[src/rtl/recv_string_pkg.sv]
// Shared constants and state encoding for the line receiver.
package recv_string_pkg;

    localparam logic [7:0] CHAR_CR = 8'h0d;
    localparam logic [7:0] CHAR_BS = 8'h08;
    localparam logic [7:0] CHAR_SP = 8'h20;

    typedef enum logic [1:0] {
        IDLE,
        RECV,
        COMMIT
    } state_t;

endpackage

[src/rtl/recv_string.sv]
// Line receiver: assembles up to seven bytes into a shadow line and
// commits it to double-buffered parallel outputs on carriage return.
module recv_string
    import recv_string_pkg::*;
#(
    parameter logic [7:0] TERM_CHAR = CHAR_CR,
    parameter logic [7:0] BS_CHAR   = CHAR_BS,
    parameter logic [7:0] PAD_CHAR  = CHAR_SP
) (
    input  logic       clk,
    input  logic       rst,
    input  logic [7:0] dIn,
    input  logic       dValid,
    output logic [7:0] b0,
    output logic [7:0] b1,
    output logic [7:0] b2,
    output logic [7:0] b3,
    output logic [7:0] b4,
    output logic [7:0] b5,
    output logic [7:0] b6,
    output logic [2:0] len,
    output logic       done,
    output logic       busy,
    output logic       ovf
);

    state_t     state_q, state_d;
    logic [7:0] sh_q [7];
    logic [7:0] sh_d [7];
    logic [7:0] bq   [7];
    logic [2:0] cnt_q, cnt_d;
    logic       ovfp_q, ovfp_d;
    logic [2:0] len_q;
    logic       ovf_q;
    logic       is_term;
    logic       is_bs;
    logic       commit;

    assign is_term = (dIn == TERM_CHAR);
    assign is_bs   = (dIn == BS_CHAR);

    // The shadow is cleared on the same edge the terminator is accepted,
    // so a byte arriving during COMMIT starts the next line at slot 0.
    always_comb begin
        state_d = state_q;
        sh_d    = sh_q;
        cnt_d   = cnt_q;
        ovfp_d  = ovfp_q;
        commit  = 1'b0;
        if (state_q == COMMIT) begin
            state_d = IDLE;
        end
        if (dValid) begin
            unique case (1'b1)
                is_term: begin
                    commit  = 1'b1;
                    state_d = COMMIT;
                    for (int i = 0; i < 7; i++) begin
                        sh_d[i] = PAD_CHAR;
                    end
                    cnt_d  = 3'd0;
                    ovfp_d = 1'b0;
                end
                is_bs: begin
                    state_d = RECV;
                    if (cnt_q != 3'd0) begin
                        cnt_d             = cnt_q - 3'd1;
                        sh_d[cnt_q-3'd1] = PAD_CHAR;
                    end
                end
                default: begin
                    state_d = RECV;
                    if (cnt_q == 3'd7) begin
                        ovfp_d = 1'b1;
                    end else begin
                        sh_d[cnt_q] = dIn;
                        cnt_d       = cnt_q + 3'd1;
                    end
                end
            endcase
        end
    end

    always_ff @(posedge clk) begin
        if (rst) begin
            state_q <= IDLE;
            cnt_q   <= 3'd0;
            ovfp_q  <= 1'b0;
            len_q   <= 3'd0;
            ovf_q   <= 1'b0;
            for (int i = 0; i < 7; i++) begin
                sh_q[i] <= PAD_CHAR;
                bq[i]   <= PAD_CHAR;
            end
        end else begin
            state_q <= state_d;
            cnt_q   <= cnt_d;
            ovfp_q  <= ovfp_d;
            sh_q    <= sh_d;
            if (commit) begin
                len_q <= cnt_q;
                ovf_q <= ovfp_q;
                for (int i = 0; i < 7; i++) begin
                    bq[i] <= (3'(i) < cnt_q) ? sh_q[i] : PAD_CHAR;
                end
            end
        end
    end

    assign b0   = bq[0];
    assign b1   = bq[1];
    assign b2   = bq[2];
    assign b3   = bq[3];
    assign b4   = bq[4];
    assign b5   = bq[5];
    assign b6   = bq[6];
    assign len  = len_q;
    assign ovf  = ovf_q;
    assign done = (state_q == COMMIT);
    assign busy = (state_q == RECV);

endmodule

[config.mk]
export PLATFORM = sky130hd
export DESIGN_NAME = recv_string
export DESIGN_NICKNAME = d
export VERILOG_FILES = /design/src/rtl/recv_string_pkg.sv /design/src/rtl/recv_string.sv
export SDC_FILE = /design/constraint.sdc
export NUM_CORES = 1
export LEC_CHECK = 0
export BUFFER_PORTS_ARGS = -buffer_cell sky130_fd_sc_hd__buf_2
export CORE_MARGIN = 2
export CORE_UTILIZATION = 56
export CTS_CLUSTER_DIAMETER = 200
export DETAILED_ROUTE_END_ITERATION = 10
export GPL_TIMING_DRIVEN = 0
export PLACE_DENSITY = 0.79
export SYNTH_ARGS = -nofsm -noshare
export SYNTH_HDL_FRONTEND = slang
export SYNTH_SLANG_ARGS = --single-unit
[constraint.sdc]
create_clock -name clk -period 3.75 [get_ports clk]
set_input_delay 0.5625 -clock clk [delete_from_list [all_inputs] [get_ports clk]]
set_output_delay 0.5625 -clock clk [all_outputs]
set_load 0.02 [all_outputs]
; Word-level counts from Yosys, hierarchy flattened
; Memories as Yosys holds them, arrays and structs flattened.
; Cells that the tools add are included.
[classes]
add_sub_neg = 2
magnitude_cmp = 11
n_eq_ne = 7
mux = 37
bitwise_logic = 13
reduce_logical = 7
[op_table]
columns = cell, count
row1 = $mux 8, 16
row2 = $mux 56, 2
row3 = $pmux 56 s2, 1
row4 = $bwmux 56, 1
row5 = $and 49x49->49, 1
row6 = $not 49->49, 1
row7 = $demux 8 s3, 2
row8 = $eq 8x4->1 const B, 2
row9 = $lt 3x3->1 const A, 3
row10 = $ge 4x4->1 const B, 2
row11 = $lt 4x1->1 const B, 2
row12 = $mux 1, 8
row13 = $not 3->4, 2
row14 = $or 1x1->1, 7
row15 = $or 7x7->7, 1
row16 = $lt 1x3->1 const A, 2
row17 = $lt 2x3->1 const A, 2
row18 = $mux 2, 3
row19 = $mux 3, 2
row20 = $pmux 3 s2, 1
row21 = $reduce_and 3->1, 2
row22 = $reduce_bool 2->1, 2
row23 = $add 3x1->3 const B, 1
row24 = $eq 3x3->1 const B, 1
row25 = other kinds (9), 10
[word_totals]
ff_bits = 66
mem_bits_rw = 56
out_inout_bits = 62
mem_count = 1
[memory_table]
columns = memory, words, width, rd, rd_ports_with_merged_regs, wr, line
row1 = bq, 7, 8, 7, 0, 7, recv_string.sv:30  ; logic [7:0] bq [7];

; Depth between registers and ports, before layout
[depth]
depth_word = 10
ltp_mapped = 9
mapped_depth_nobuf = 7

; Least setup slack after synthesis
; OpenSTA, ideal clock, no wires.
[synth_path]
kind = input port to flip-flop
from = input port dIn[7]
to = memory bq[0][0] (enable)
setup_ps = 412
arrival_time_ps = 3066
required_time_ps = 3338
slack_ps = 272
stages = 5
path_buffers = 1
path_cell_list = or4b_1 -> buf_2 -> nor3_1 -> a21oi_1 -> inv_1
[synth_rtl]
columns = element, line
row1 = start: declaration, recv_string.sv:12  ; input logic [7:0] dIn,
row2 = end: declaration, recv_string.sv:30

==> results.cfg <==
[run_status]
outcome = complete, no violations

[synthesis]
post_synth_inst_count = 390
synth_cell_type_count = 48
number_of_nets_in_the_synthesized_netlist = 406
netlist_area_mm2 = 0.00476
part_of_the_yosys_area_used_for_sequential_elements_pct = 63.1
syn_avg_cell_area_um2 = 12.2
synthesis.yosys.warnings = 0
ys_ff_latch = 122
synth-edff-count = 56
postSynth.topFlopCell = dfxtp_1
asyncSetResetFlopFracSynth_pct = 0

[die]
die_y_um = 96.2
coreArea_mm2 = 0.00822
initial_utilization_pct = 57.9
boundaryPins = 73
die_width_um = 96.2
num_rows = 33
fp.dieArea_mm2 = 0.00925

[layout]
final_core_occ_pct = 71.4
fin_cells = 598
proportion_of_layout_cells_with_a_drive_suffix_above_1_pct = 22.9
fin_nets = 496
layout_area_growth_over_synthesis_pct = 23.4
antenna_cells = 0
most-common-layout-cells = buf_2 (71), dfxtp_1 (66), edfxtp_1 (56)
mostFrequentLayoutCell = buf_2

[sta]
max_freq_ghz = 0.319
clock_tree_skew_after_final_layout_ns = 0.0117
post-route-period-util_pct = 83.6
hold_violations = 0
final_period_minus_worst_setup_slack_ns = 3.14
rsz0062_at_grt = no
timing.hold.ws_ns = 0.454
timing.slew.headroom_pct = 17.4
finalSetupTns_ns = 0
report.final.setup_viol = 0
drv_slew = 0
worst_slew_pin_slew_ns = 1.23

[clocking]
clock_tree.root_cell = clkbuf_8
worstSkewPairLatency_ns = 0.52
htree_num_levels = 4
post_cts_hold_buffer_count = 0
cts_max_path_buffers = 2
cts-resized-gates = 0
post-cts-setup-buffer-count = 0
cts_sinks = 122
cts_tree = yes
cts_buffers = 17
path_clk_slew_ns = 0.06

[pwr]
netSwitchingPower_uw = 756
power.share.sequential_pct = 44.2
power.ir.vdd_worst_v = 0.000326
power_frac_comb_pct = 6.3
p_int_mw = 2.49
netSwitchingFraction_pct = 23.3
post-layout-total-power_mw = 3.25
share_of_total_power_in_the_clock_network_pct = 49.4
power_per_cell_area_mw_per_mm2 = 554
lkg_pwr_nw = 2.37

[global_route]
global_routing_usage_on_met3_pct = 9.63
layer_with_the_highest_usage = met2
grt_usage_pct = 27.3
gr-total-overflow = 0
grt_antenna_before_repair = 0
grt.met1_usage_pct = 38.7
grt_first_pass_wirelength_um = 18300
largest_net_degree_at_the_start_of_global_routing = 31
via_count_of_the_first_global_routing_pass = 3369
gr-usage-met2_pct = 39.3

[setup_path]
critical_path.startpoint_type = input pin
cp.required_ns = 3.96
cp-end-kind = flip-flop
cpPeakStageDelay_ns = 0.76
worstPathCellList = buf_2 > or4b_1 > buf_2 > nor3_1 > a21oi_1 > inv_2 > buf_12
critPathMostFrequentCell = buf_2
cp_slowest_cell = nor3_1
timing.critical_path.fanout_max = 30
critical_path_class = input pin to flip-flop
critical_path_arrival_ns = 3.35

[routing]
route.detailed.drc = 0
dr.pass1.iters = 4
routed_wire_length_um = 11700
drtIter0Drc = 218
total_number_of_vias = 3580
drt.antenna.violating_nets = 0
post_drt_wl_per_cell_um = 19.5
viasPerCell = 5.99

[placement]
place_congestion = 0.929
port_buffers = 69
post-dp-hpwl_um = 7610
post-place-cells = 565

[flow_run]
cap_viol_max_count = 0

[worst_hold_path]
hp-class = flip-flop to flip-flop
[metal layers]
| layer | part of all wire [%] | vias up |
|---|---|---|
| li1 | - | 1634 |
| met5 | 0 | - |
| met4 | 1.6 | 0 |
| met1 | 44 | 1752 |
| met2 | 45 | 172 |
| met3 | 8.7 | 22 |
[power by group through the flow]
stage                     sequential [mW]  clock, mW  combinational, mW
after global routing                 1.44       1.68              0.224
final                                1.44       1.61              0.206
after detailed placement             1.46          0              0.200
after CTS                            1.44       1.62              0.202
after floorplan                      1.49          0              0.107
after global placement               1.46          0              0.195
[worst max-delay path: cells and delay by family]
kind	cells	cell delay, ns
compound gates	1	0.32
simple gates	2	1.24
buf+inv	4	1.19
[stage by stage]
stage,setup WS (ns),area (um^2)
finish,0.613,5870
floorplan,0.272,4760
CTS,0.607,5840
global placement,-0.686,5230
global route,0.396,5870
detailed placement,0.0829,5250
[cell families after synthesis]
| group | count (synthesis) | synth area share, % |
|---|---|---|
| compound gates | 88 | 15.4 |
| xor+xnor | 1 | 0.184 |
| fa+ha+maj | 5 | 1.32 |
| buf+inv | 33 | 2.66 |
| flops | 122 | 63.1 |
| mux | 5 | 1.05 |
| simple gates | 136 | 16.2 |
[worst paths after layout]
check,endpoint,from,cells past startpoint,slack (ns)
max,bq[1][7]$_SDFFCE_PP0P_,dIn[5],7,0.61
min,len[2]$_SDFFE_PP0P_,len[2]$_SDFFE_PP0P_,1,0.45
max reg2reg,flip-flop,cnt_q[1]$_SDFFE_PP0P_,9,0.78
min reg2reg,len[2]$_SDFFE_PP0P_,len[2]$_SDFFE_PP0P_,1,0.45
[Yosys cell counts, types with 2 or more instances]
| cell type | number | share of area, % |
|---|---|---|
| a22o_1 | 50 | 9.2 |
| nor3_1 | 6 | 0.63 |
| ha_1 | 5 | 1.3 |
| nand3_1 | 7 | 0.74 |
| a2bb2oi_1 | 2 | 0.37 |
| buf_2 | 2 | 0.21 |
| a22oi_1 | 3 | 0.47 |
| clkinv_1 | 2 | 0.16 |
| clkbuf_1 | 20 | 1.6 |
| nand2b_1 | 4 | 0.53 |
| mux2i_1 | 5 | 1.1 |
| o21a_1 | 2 | 0.32 |
| buf_1 | 2 | 0.16 |
| nand4_1 | 2 | 0.26 |
| o211ai_1 | 6 | 0.95 |
| and4_1 | 2 | 0.37 |
| a21oi_1 | 6 | 0.63 |
| nor2b_1 | 11 | 1.4 |
| and3_1 | 14 | 1.8 |
| or4_1 | 2 | 0.32 |
| nand2_1 | 12 | 0.95 |
| a21oi_2 | 3 | 0.55 |
| dfxtp_1 | 66 | 28 |
| nor2_1 | 23 | 1.8 |
| edfxtp_1 | 56 | 35 |
| or3_1 | 4 | 0.53 |
| and2_1 | 35 | 4.6 |
| nor4_1 | 6 | 0.79 |
| o22a_1 | 3 | 0.55 |
| inv_1 | 7 | 0.55 |
| o21ai_0 | 5 | 0.53 |
[area by class of cell]
cell class	instances	area, um^2
Sequential cell	122	3000
Fill cell	598	2350
Multi-Input combinational cell	235	1650
Clock buffer	17	414
Timing Repair Buffer	71	370
Clock inverter	15	176
Tap cell	105	131
Buffer	24	92.6
Inverter	9	33.8
(Power assumes the default switching activity.)
